### src/rtl/seg7_pkg.sv
// Shared definitions for the 7-segment display stage: glyph constants (bit 0 = a)
// and the blink FSM state type.
package seg7_pkg;

  localparam logic [6:0] SEG_BLANK = 7'h00;

  localparam logic [6:0] SEG_0 = 7'h3F;
  localparam logic [6:0] SEG_1 = 7'h06;
  localparam logic [6:0] SEG_2 = 7'h5B;
  localparam logic [6:0] SEG_3 = 7'h4F;
  localparam logic [6:0] SEG_4 = 7'h66;
  localparam logic [6:0] SEG_5 = 7'h6D;
  localparam logic [6:0] SEG_6 = 7'h7D;
  localparam logic [6:0] SEG_7 = 7'h07;
  localparam logic [6:0] SEG_8 = 7'h7F;
  localparam logic [6:0] SEG_9 = 7'h6F;
  localparam logic [6:0] SEG_A = 7'h77;
  localparam logic [6:0] SEG_B = 7'h7C;
  localparam logic [6:0] SEG_C = 7'h39;
  localparam logic [6:0] SEG_D = 7'h5E;
  localparam logic [6:0] SEG_E = 7'h79;
  localparam logic [6:0] SEG_F = 7'h71;

  typedef enum logic [1:0] {
    SHOW = 2'd0,
    OFF  = 2'd1,
    ON   = 2'd2
  } blink_state_t;

endpackage

### src/rtl/seg7_display_driver_if.sv
// Bundle between the upstream digit counter (master) and the display driver (slave).
interface seg7_display_driver_if #(
  parameter int PWM_BITS = 3
);

  logic [3:0]          digit;
  logic                tick;
  logic [PWM_BITS-1:0] brightness;
  logic [6:0]          segments;
  logic                dp;
  logic                blinking;

  modport master (
    output digit, tick, brightness,
    input  segments, dp, blinking
  );

  modport slave (
    input  digit, tick, brightness,
    output segments, dp, blinking
  );

endinterface

### src/rtl/seg7_glyph.sv
// Combinational 4-bit value to 7-segment glyph decoder.
// Define SEG_HEX_EN to show A..F for values 10..15; otherwise they are blank.
module seg7_glyph
  import seg7_pkg::*;
(
  input  logic [3:0] value,
  output logic [6:0] glyph
);

  always_comb begin
    glyph = SEG_BLANK;
    case (value)
      4'd0:  glyph = SEG_0;
      4'd1:  glyph = SEG_1;
      4'd2:  glyph = SEG_2;
      4'd3:  glyph = SEG_3;
      4'd4:  glyph = SEG_4;
      4'd5:  glyph = SEG_5;
      4'd6:  glyph = SEG_6;
      4'd7:  glyph = SEG_7;
      4'd8:  glyph = SEG_8;
      4'd9:  glyph = SEG_9;
`ifdef SEG_HEX_EN
      4'd10: glyph = SEG_A;
      4'd11: glyph = SEG_B;
      4'd12: glyph = SEG_C;
      4'd13: glyph = SEG_D;
      4'd14: glyph = SEG_E;
      4'd15: glyph = SEG_F;
`else
      4'd10, 4'd11, 4'd12, 4'd13, 4'd14, 4'd15: glyph = SEG_BLANK;
`endif
      default: glyph = SEG_BLANK;
    endcase
  end

endmodule

### src/rtl/seg7_display_driver.sv
// Registered 7-segment output stage: digit latch, brightness PWM, wrap-triggered
// blink FSM and heartbeat decimal point. Hex glyphs selectable with SEG_HEX_EN.
module seg7_display_driver
  import seg7_pkg::*;
#(
  parameter logic [3:0]  MAX_DIGIT    = 4'd8,
  parameter int          PWM_BITS     = 3,
  parameter logic [23:0] BLINK_PERIOD = 24'd5_000_000,
  parameter int          BLINK_COUNT  = 3
)(
  input logic                   clk,
  input logic                   reset,
  seg7_display_driver_if.slave  bus
);

  localparam int FLASH_W = (BLINK_COUNT > 1) ? $clog2(BLINK_COUNT) : 1;

  logic [3:0]          digit_q;
  logic [PWM_BITS-1:0] pwm_cnt;
  logic [PWM_BITS-1:0] bright_q;
  blink_state_t        state, state_nxt;
  logic [23:0]         phase, phase_nxt;
  logic [FLASH_W-1:0]  flash, flash_nxt;
  logic                heartbeat;
  logic [6:0]          segments_q;
  logic                dp_q;
  logic [6:0]          glyph;
  logic                pwm_en;
  logic                wrap;

  seg7_glyph u_glyph (
    .value (digit_q),
    .glyph (glyph)
  );

  assign wrap   = (digit_q == MAX_DIGIT) && (bus.digit == 4'd0);
  assign pwm_en = (bright_q == '1) || (pwm_cnt < bright_q);

  // A wrap always (re)starts the sequence; ON ends after BLINK_COUNT flashes.
  always_comb begin
    state_nxt = state;
    phase_nxt = phase;
    flash_nxt = flash;
    if (wrap) begin
      state_nxt = OFF;
      phase_nxt = 24'd0;
      flash_nxt = '0;
    end else begin
      case (state)
        SHOW: ;
        OFF: begin
          if (phase == BLINK_PERIOD - 24'd1) begin
            state_nxt = ON;
            phase_nxt = 24'd0;
          end else begin
            phase_nxt = phase + 24'd1;
          end
        end
        ON: begin
          if (phase == BLINK_PERIOD - 24'd1) begin
            phase_nxt = 24'd0;
            if (flash == FLASH_W'(BLINK_COUNT - 1)) begin
              state_nxt = SHOW;
              flash_nxt = '0;
            end else begin
              state_nxt = OFF;
              flash_nxt = flash + FLASH_W'(1);
            end
          end else begin
            phase_nxt = phase + 24'd1;
          end
        end
        default: begin
          state_nxt = SHOW;
          phase_nxt = 24'd0;
          flash_nxt = '0;
        end
      endcase
    end
  end

  // Output gating uses the next FSM state so blanking starts the cycle after a wrap.
  always_ff @(posedge clk) begin
    if (reset) begin
      digit_q    <= 4'd0;
      pwm_cnt    <= '0;
      bright_q   <= '0;
      state      <= SHOW;
      phase      <= 24'd0;
      flash      <= '0;
      heartbeat  <= 1'b0;
      segments_q <= SEG_BLANK;
      dp_q       <= 1'b0;
    end else begin
      digit_q   <= bus.digit;
      pwm_cnt   <= pwm_cnt + 1'b1;
      if (pwm_cnt == '0)
        bright_q <= bus.brightness;
      state     <= state_nxt;
      phase     <= phase_nxt;
      flash     <= flash_nxt;
      heartbeat <= heartbeat ^ bus.tick;
      dp_q      <= (heartbeat ^ bus.tick) & pwm_en;
      if (state_nxt == OFF)
        segments_q <= SEG_BLANK;
      else
        segments_q <= glyph & {7{pwm_en}};
    end
  end

  assign bus.segments = segments_q;
  assign bus.dp       = dp_q;
  assign bus.blinking = (state != SHOW);

endmodule

### src/flat_wrapper.sv
// flat-port wrapper written by rule: the top's interface ports become plain ports
module seg7_display_driver_flat import seg7_pkg::*;
#(
  parameter logic [3:0]  MAX_DIGIT    = 4'd8,
  parameter int          PWM_BITS     = 3,
  parameter logic [23:0] BLINK_PERIOD = 24'd5_000_000,
  parameter int          BLINK_COUNT  = 3
)
  (clk, reset, bus_digit, bus_tick, bus_brightness, bus_segments, bus_dp, bus_blinking);
  seg7_display_driver_if #(.PWM_BITS(PWM_BITS)) bus_i ();
  input logic clk;
  input logic reset;
  input wire logic [$bits(bus_i.digit)-1:0] bus_digit;
  input wire logic [$bits(bus_i.tick)-1:0] bus_tick;
  input wire logic [$bits(bus_i.brightness)-1:0] bus_brightness;
  output wire logic [$bits(bus_i.segments)-1:0] bus_segments;
  output wire logic [$bits(bus_i.dp)-1:0] bus_dp;
  output wire logic [$bits(bus_i.blinking)-1:0] bus_blinking;
  assign bus_i.digit = bus_digit;
  assign bus_i.tick = bus_tick;
  assign bus_i.brightness = bus_brightness;
  assign bus_segments = bus_i.segments;
  assign bus_dp = bus_i.dp;
  assign bus_blinking = bus_i.blinking;
  seg7_display_driver #(.MAX_DIGIT(MAX_DIGIT), .PWM_BITS(PWM_BITS), .BLINK_PERIOD(BLINK_PERIOD), .BLINK_COUNT(BLINK_COUNT)) u_core (.clk(clk), .reset(reset), .bus(bus_i));
endmodule
### config.mk
export PLATFORM = sky130hd
export DESIGN_NAME = seg7_display_driver_flat
export DESIGN_NICKNAME = d
export VERILOG_FILES = /design/src/rtl/seg7_pkg.sv /design/src/rtl/seg7_display_driver_if.sv /design/src/rtl/seg7_glyph.sv /design/src/rtl/seg7_display_driver.sv /design/src/flat_wrapper.sv
export SDC_FILE = /design/constraint.sdc
export NUM_CORES = 1
export LEC_CHECK = 0
export CAP_MARGIN = 20
export CORE_ASPECT_RATIO = 1.5
export CORE_MARGIN = 2
export CORE_UTILIZATION = 55
export CTS_CLUSTER_SIZE = 16
export DETAILED_ROUTE_END_ITERATION = 6
export DONT_BUFFER_PORTS = 1
export GPL_ROUTABILITY_DRIVEN = 1
export PLACE_DENSITY = 0.72
export SLEW_MARGIN = 10
export SYNTH_ARGS = -nofsm -noshare
export SYNTH_HDL_FRONTEND = slang
export SYNTH_SLANG_ARGS = --single-unit
### constraint.sdc
create_clock -name clk -period 2.85 [get_ports clk]
set_input_delay 0.57 -clock clk [delete_from_list [all_inputs] [get_ports clk]]
set_output_delay 0.57 -clock clk [all_outputs]
set_load 0.01 [all_outputs]
==> results of run 1 <==
[stage by stage]
stage / utilization, % / instances / setup slack (ps)
detailed placement: 57.4 / 365 / 659
finish: 59.4 / 373 / 704
global placement: 57.4 / 365 / 682
floorplan: - / 305 / 699
global route: 59.4 / 373 / 549
CTS: 59.4 / 373 / 689
[worst max path at each step]
stage | start | endpoint | slack [ps] | cells past startpoint
2_1_floorplan | bus_digit[2] | u_core.flash[0] | 700 | 6
3_3_place_gp | bus_digit[0] | u_core.phase[21] | 680 | 6
3_5_place_dp | bus_digit[0] | u_core.phase[18] | 660 | 6
4_1_cts | u_core.state[1] | u_core.phase[23] | 690 | 7
5_1_grt | u_core.state[1] | u_core.phase[23] | 550 | 7
6_report | u_core.state[1] | u_core.phase[23] | 700 | 7
[cells in the final DEF, fill, tap and decap left out, types with 2 or more instances in the layout]
master	count
sky130_fd_sc_hd__clkbuf_8	5
sky130_fd_sc_hd__a21oi_1	11
sky130_fd_sc_hd__and2_1	5
sky130_fd_sc_hd__buf_4	2
sky130_fd_sc_hd__mux2i_1	3
sky130_fd_sc_hd__nor2_1	39
sky130_fd_sc_hd__nor2b_1	11
sky130_fd_sc_hd__dfxtp_1	54
sky130_fd_sc_hd__a31oi_1	2
sky130_fd_sc_hd__o21ai_0	11
sky130_fd_sc_hd__xor2_1	3
sky130_fd_sc_hd__ha_1	15
sky130_fd_sc_hd__or3_1	2
sky130_fd_sc_hd__or4_4	2
sky130_fd_sc_hd__nand2b_1	3
sky130_fd_sc_hd__o22ai_1	9
sky130_fd_sc_hd__nor4_1	2
sky130_fd_sc_hd__nand2_1	25
sky130_fd_sc_hd__nand4b_1	2
sky130_fd_sc_hd__and3_1	2
sky130_fd_sc_hd__nand4_1	7
sky130_fd_sc_hd__xnor2_1	18
sky130_fd_sc_hd__inv_1	14
sky130_fd_sc_hd__o21a_1	5
sky130_fd_sc_hd__nor3_1	13
sky130_fd_sc_hd__and4b_1	2
sky130_fd_sc_hd__nand3_1	12
[metal layers]
metal | track usage, % | routed length [um]
met4 | 8.50 | 95
met5 | 0 | 0
met2 | 38.7 | 2730
met3 | 5.21 | 136
met1 | 19.3 | 1970
[state kept, by name (all words and copies together) (netlist names), 2 cells and up]
| name | flops |
|---|---|
| u_core.state | 2 |
| u_core.flash | 2 |
| u_core.bright_q | 3 |
| u_core.bus.segments | 7 |
| u_core.digit_q | 4 |
| u_core.phase | 24 |
| u_core.u_glyph.glyph | 7 |
| u_core.pwm_cnt | 3 |
[cell usage after synthesis (2+ instances only)]
library cell	count	share of area [%]
sky130_fd_sc_hd__dfxtp_1	54	40
sky130_fd_sc_hd__nor2_1	39	5.5
sky130_fd_sc_hd__nand2_1	25	3.5
sky130_fd_sc_hd__xnor2_1	18	5.9
sky130_fd_sc_hd__ha_1	15	7.0
sky130_fd_sc_hd__inv_1	14	2.0
sky130_fd_sc_hd__nor3_1	13	2.4
sky130_fd_sc_hd__nand3_1	12	2.2
sky130_fd_sc_hd__a21oi_1	11	2.1
sky130_fd_sc_hd__nor2b_1	11	2.6
sky130_fd_sc_hd__o21ai_0	11	2.1
sky130_fd_sc_hd__o22ai_1	9	2.1
sky130_fd_sc_hd__nand4_1	7	1.6
sky130_fd_sc_hd__and2_1	5	1.2
sky130_fd_sc_hd__o21a_1	5	1.4
sky130_fd_sc_hd__buf_2	4	0.75
sky130_fd_sc_hd__clkbuf_1	3	0.42
sky130_fd_sc_hd__mux2i_1	3	1.1
sky130_fd_sc_hd__nand2b_1	3	0.70
sky130_fd_sc_hd__xor2_1	3	0.98
sky130_fd_sc_hd__a31oi_1	2	0.47
sky130_fd_sc_hd__and3_1	2	0.47
sky130_fd_sc_hd__and4b_1	2	0.75
sky130_fd_sc_hd__nand4b_1	2	0.65
sky130_fd_sc_hd__nor4_1	2	0.47
sky130_fd_sc_hd__or3_1	2	0.47
sky130_fd_sc_hd__or4_4	2	0.84
[report_power, final]
group / internal (W) / switching (W) / leakage (nW)
Clock: 0.000178 / 0.000262 / 0.0447
Sequential: 0.000789 / 0.0000242 / 0.441
Combinational: 0.0000499 / 0.0000675 / 0.542
[kinds of logic after synthesis]
group / Yosys count / synth area share (%)
buf+inv: 23 / 3.41
compound gates: 48 / 11.9
simple gates: 141 / 29.3
flops: 54 / 40.4
mux: 3 / 1.12
fa+ha+maj: 15 / 7.01
xor+xnor: 21 / 6.87
[cell type report]
cell class,instances,area share [%]
timing repair buffer,2,0.530
inverter,15,1.99
clock inverter,3,0.883
tap,66,2.92
multi-input combinational,228,53.1
clock buffer,5,2.43
sequential,54,38.2
[worst reg2reg max path, cell delays in order (launching register included)]
cell and delay [ps]:
sky130_fd_sc_hd__dfxtp_1 430, sky130_fd_sc_hd__inv_1 90, sky130_fd_sc_hd__ha_1 200, sky130_fd_sc_hd__and4b_1 310, sky130_fd_sc_hd__nand4_1 360, sky130_fd_sc_hd__nor4_1 440
sky130_fd_sc_hd__xnor2_1 160, sky130_fd_sc_hd__nor2_1 50
==> reports/metrics.yaml, run 1 <==
status:
  run_status: "finished, final reports clean"
drt:
  initial_drc_count: 97
  post-route-drc-count: 0
  route.antenna.remaining_nets: 0
  vias: 2037
  drtPass1Iterations: 4
  detail_route.vias_per_cell: 5.46
  drt-total-wl_um: 4930
  wl_per_cell_um: 13.2
layout:
  layout-area-overhead-vs-synth_pct: 5.84
  footprint_of_the_multi_input_gates_um2: 1500
  antenna_cells: 0
  drive_above_1_share_pct: 7.82
  sequential_cell_area_um2: 1080
  final_nets: 331
  design_area_um2: 2830
  fillers: 442
critical_path:
  critical_path.reg2reg.startpoint: "u_core.state[1]"
  path_buf_inv: 1
  critical_path_peak_fanout: 8
  critPathTopFamily: "simple AND/OR/NAND/NOR gates"
  worst-r2r-cell-count: 7
  regToRegEndpoint: "u_core.phase[23]"
  slowest_delay_ps: 440
  timing.reg2reg.setup_slack_ps: 700
  cp_slowest_cell: "sky130_fd_sc_hd__nor4_1"
  worstPathArrival_ps: 2350
  worstSetupEndpointType: "register"
  timing_worst_setup_path_type: "register to register"
  timing.critical_path.required_ps: 3060
  startpoint_type: "register"
  critical_path.cell_chain: "inv_1 -> ha_1 -> and4b_1 -> nand4_1 -> nor4_1 -> xnor2_1 -> nor2_1"
hold_path:
  holdCritPathClass: "input pin to register"
  hp-start: "reset"
  worstHoldPathCells: 1
  holdPathEnd: "u_core.digit_q[3]"
cts:
  tritoncts.num_buffers: 5
  cts.root.buffer_cell: "sky130_fd_sc_hd__clkbuf_8"
  cts_tree: "yes"
  htreeDepth: 2
  post_cts.resized_instances: 0
  hold_buffers: 0
  cts.repair_timing.setup_buffer_count: 0
  insertion_delay_ps: 310
  clockBufferDepth: 2
  clock_sinks: 54
  clk_pin_slew_ps: 100
grt:
  globalRouteTotalUtil_pct: 20.1
  grt_start_max_net_pins: 24
  globalRouteOverflowTotal: 0
  grt_pass1_wl_um: 8270
  first_global_vias: 1999
  initial_antenna_violation_count: 0
floorplan:
  floorplan.die.height_um: 89.4
  num_io_pins: 19
  die-area_um2: 5450
  site_row_count: 31
  core_area_um2: 4770
  fp.dieW_um: 61.0
  initial_core_util_pct: 56.1
place:
  numPortBuffers: 0
  hpwlAfterDp_um: 3760
  dpl-instance-area_um2: 2740
  routabilityCongestion: 0.816
timing:
  grt_setup_unrepaired: "no"
  achievable_clock_frequency_ghz: 0.466
  maxSlewViolCount: 0
  timing.final.setup_violations: 0
  worstMarginPinSlew_ps: 510
  min_period_over_period_pct: 75.3
  relSlewSlack_pct: 66.0
  hold_slack_ps: 313
  setup_total_negative_slack_ps: 0
  min_period_ps: 2150
  final.setup_skew_ps: 9.16
  final-hold-violation-count: 0
synthesis:
  synth.lib_cells_used.distinct: 53
  async_flop_share_pct: 0
  postSynthCellCount: 305
  synthesis.yosys.warnings: 0
  yosysSeqAreaShare_pct: 40.4
  yosys_most_used_dff: "sky130_fd_sc_hd__dfxtp_1"
  synth-edff-count: 0
  synth-seq-cells: 54
  synth_nets: 330
  post_synth.cell_area_avg_um2: 8.77
  syn-cell-area_um2: 2680
pwr:
  total_power_w: 0.00137
  p_per_area_nw_per_um2: 484
  power.ir.vdd_worst_mv: 0.254
  static-leakage-power_nw: 1.03
flow_run:
  cap_viol_max_count: 0
(Power assumes the default switching activity.)
==> run 2, diff against run 1 <==
- PLACE_DENSITY: 0.72 -> 0.75
- clock period: 2.85 -> 1.7 ns (I/O delays scaled with it)
==> run 2 against run 1 <==
Compared with the run above:
- critical path type unchanged
- sequential power up 67%
- final area up 21%
- combinational power is 130% higher
- the run now ends with setup timing left
==> reports/metrics.yaml, run 2 (synthesis results as in run 1) <==
status:
  run_status: "finished, violations left"  # was finished, final reports clean
  failing_checks: "setup timing"
timing:
  grt_setup_unrepaired: "yes"  # was no
  setup_slack_ps: -268  # was 704 ps
  timing.final.setup_violations: 35  # was 0
  min_period_ps: 1970  # was 2150 ps
  final.setup_skew_ps: 11.2  # was 9.16 ps
  hold_slack_ps: 73.0  # was 313 ps
  achievable_clock_frequency_ghz: 0.508  # was 0.466 GHz
  setup_total_negative_slack_ps: -7320  # was 0 ps
  worstMarginPinSlew_ps: 525  # was 510 ps
  final-hold-violation-count: 0  # unchanged
  relSlewSlack_pct: 64.4  # was 66.0%
  min_period_over_period_pct: 116  # was 75.3%
  maxSlewViolCount: 0  # unchanged
layout:
  layout.cells.most_common: "sky130_fd_sc_hd__dfxtp_1"  # unchanged
  largest-register: "u_core.phase"  # unchanged
  post_layout_nonfiller_instances: 421  # was 373
  largest_reg_flops: 24  # unchanged
  post_layout_utilization_of_the_core_pct: 71.6  # was 59.4%
  final_nets: 379  # was 331
  drive_above_1_share_pct: 28.5  # was 7.82%
  highest_count_cells_in_the_layout_ignoring_fill_and_taps: "sky130_fd_sc_hd__dfxtp_1, sky130_fd_sc_hd__buf_4, sky130_fd_sc_hd__nor2_1, sky130_fd_sc_hd__nand2_1, sky130_fd_sc_hd__xnor2_1"  # was sky130_fd_sc_hd__dfxtp_1, sky130_fd_sc_hd__nor2_1, sky130_fd_sc_hd__nand2_1, sky130_fd_sc_hd__xnor2_1, sky130_fd_sc_hd__ha_1
  layout-area-overhead-vs-synth_pct: 27.6  # was 5.84%
  fillers: 376  # was 442
  antenna_cells: 0  # unchanged
grt:
  grt_pass1_wl_um: 10100  # was 8270 um
  grt_start_max_net_pins: 24  # unchanged
  globalRouteTotalUtil_pct: 24.5  # was 20.1%
  initial_antenna_violation_count: 0  # unchanged
  globalRouteOverflowTotal: 0  # unchanged
  first_global_vias: 2360  # was 1,999
critical_path:
  startpoint_type: "register"  # unchanged
  critical_path.reg2reg.startpoint: "u_core.phase[15]"  # was u_core.state[1]
  worst-r2r-cell-count: 5  # was 7
  timing.critical_path.required_ps: 1950  # was 3060 ps
  regToRegEndpoint: "u_core.bus.segments[5]"  # was u_core.phase[23]
  slowest_delay_ps: 550  # was 440 ps
  timing_worst_setup_path_type: "register to register"  # unchanged
  worstPathArrival_ps: 2210  # was 2350 ps
  worstSetupEndpointType: "register"  # unchanged
  critical_path.cell_chain: "or4_4 -> or3_4 -> o2111ai_2 -> nand2_2 -> o22ai_1"  # was inv_1 -> ha_1 -> and4b_1 -> nand4_1 -> nor4_1 -> xnor2_1 -> nor2_1
  cp_slowest_cell: "sky130_fd_sc_hd__or4_4"  # was sky130_fd_sc_hd__nor4_1
  timing.reg2reg.setup_slack_ps: -270  # was 700 ps
  critical_path_peak_fanout: 7  # was 8
place:
  numPortBuffers: 0  # unchanged
  routabilityCongestion: 0.820  # was 0.816
  hpwlAfterDp_um: 4370  # was 3760 um
  placedCellCount: 407  # was 365
cts:
  tritoncts.num_buffers: 5  # unchanged
  cts_tree: "yes"  # unchanged
  htreeDepth: 2  # unchanged
  cts.root.buffer_cell: "sky130_fd_sc_hd__clkbuf_8"  # unchanged
  insertion_delay_ps: 320  # was 310 ps
  clk_pin_slew_ps: 110  # was 100 ps
  clock_sinks: 54  # unchanged
  clockBufferDepth: 2  # unchanged
  hold_buffers: 0  # unchanged
pwr:
  power.ir.vdd_worst_mv: 0.556  # was 0.254 mV
  static-leakage-power_nw: 1.30  # was 1.03 nW
  total_power_w: 0.00240  # was 0.00137 W
  p_per_area_nw_per_um2: 703  # was 484 nW/um2
floorplan:
  floorplan.die.height_um: 89.4  # unchanged
  die-area_um2: 5450  # unchanged
  fp.dieW_um: 61.0  # unchanged
  site_row_count: 31  # unchanged
  core_area_um2: 4770  # unchanged
  initial_core_util_pct: 56.1  # unchanged
  num_io_pins: 19  # unchanged
drt:
  initial_drc_count: 95  # was 97
  post-route-drc-count: 0  # unchanged
  detail_route.vias_per_cell: 5.43  # was 5.46
  drt-total-wl_um: 6060  # was 4930 um
  vias: 2288  # was 2,037
  wl_per_cell_um: 14.4  # was 13.2 um
  route.antenna.remaining_nets: 0  # unchanged
  drtPass1Iterations: 4  # unchanged
hold_path:
  hp-start: "reset"  # unchanged
  holdPathEnd: "u_core.state[0]"  # was u_core.digit_q[3]
  worstHoldPathCells: 1  # unchanged
  holdCritPathClass: "input pin to register"  # unchanged
flow_run:
  cap_viol_max_count: 0  # unchanged
-- run 2: critical path, delay by kind of cell, from the launching register on --
family           cells  cell delay [ps]
AO/OA/AOI/OAI        2              400
flip-flops           1              340
AND/OR/NAND/NOR      3             1160
-- run 2: how the worst max path moves through the flow --
| stage | start | cells after the start | to | slack, ps |
|---|---|---|---|---|
| after floorplan | u_core.phase[7] | 5 | u_core.state[0] | -130 |
| after global placement | u_core.phase[7] | 5 | u_core.bus.segments[2] | -230 |
| after detailed placement | u_core.phase[7] | 5 | u_core.bus.segments[2] | -250 |
| after CTS | u_core.phase[22] | 5 | u_core.state[0] | -250 |
| after global routing | u_core.phase[15] | 8 | u_core.phase[2] | -300 |
| final | u_core.phase[15] | 5 | u_core.bus.segments[5] | -270 |
-- run 2: repair_timing --
action / CTS / global route
setup endpoints to repair: 35 / 35
gates resized for setup: 17 / 24
pin swaps: 6 / 16
setup buffers: 4 / 1
gates cloned: 2 / 0
-- run 2: area by class of cell --
class | instances | area, um2 | share of cell area [%]
tap | 66 | 82.6 | 2.42
clock buffer | 5 | 68.8 | 2.01
multi-input combinational | 228 | 1670 | 48.8
clock inverter | 3 | 28.8 | 0.842
sequential | 54 | 1090 | 31.8
inverter | 15 | 56.3 | 1.65
timing repair buffer | 50 | 428 | 12.5
-- run 2: power by group --
| part | internal, W | total [W] | switching [W] |
|---|---|---|---|
| registers | 0.00132 | 0.00136 | 0.0000408 |
| logic | 0.000118 | 0.000264 | 0.000146 |
| clock network | 0.000309 | 0.000775 | 0.000466 |
-- run 2: routing by layer --
layer / track usage (%) / vias to the layer above / share of wire (%)
li1: - / 1152 / -
met5: 0 / - / 0
met2: 48.7 / 33 / 58
met3: 4.34 / 14 / 2.1
met4: 11.5 / 0 / 3.0
met1: 22.8 / 1089 / 37
-- run 2: per-stage QoR --
stage	area (um2)	setup slack, ps
6_report	3420	-268
5_1_grt	3420	-298
2_1_floorplan	2700	-133
3_5_place_dp	3080	-251
3_3_place_gp	3080	-229
4_1_cts	3340	-248
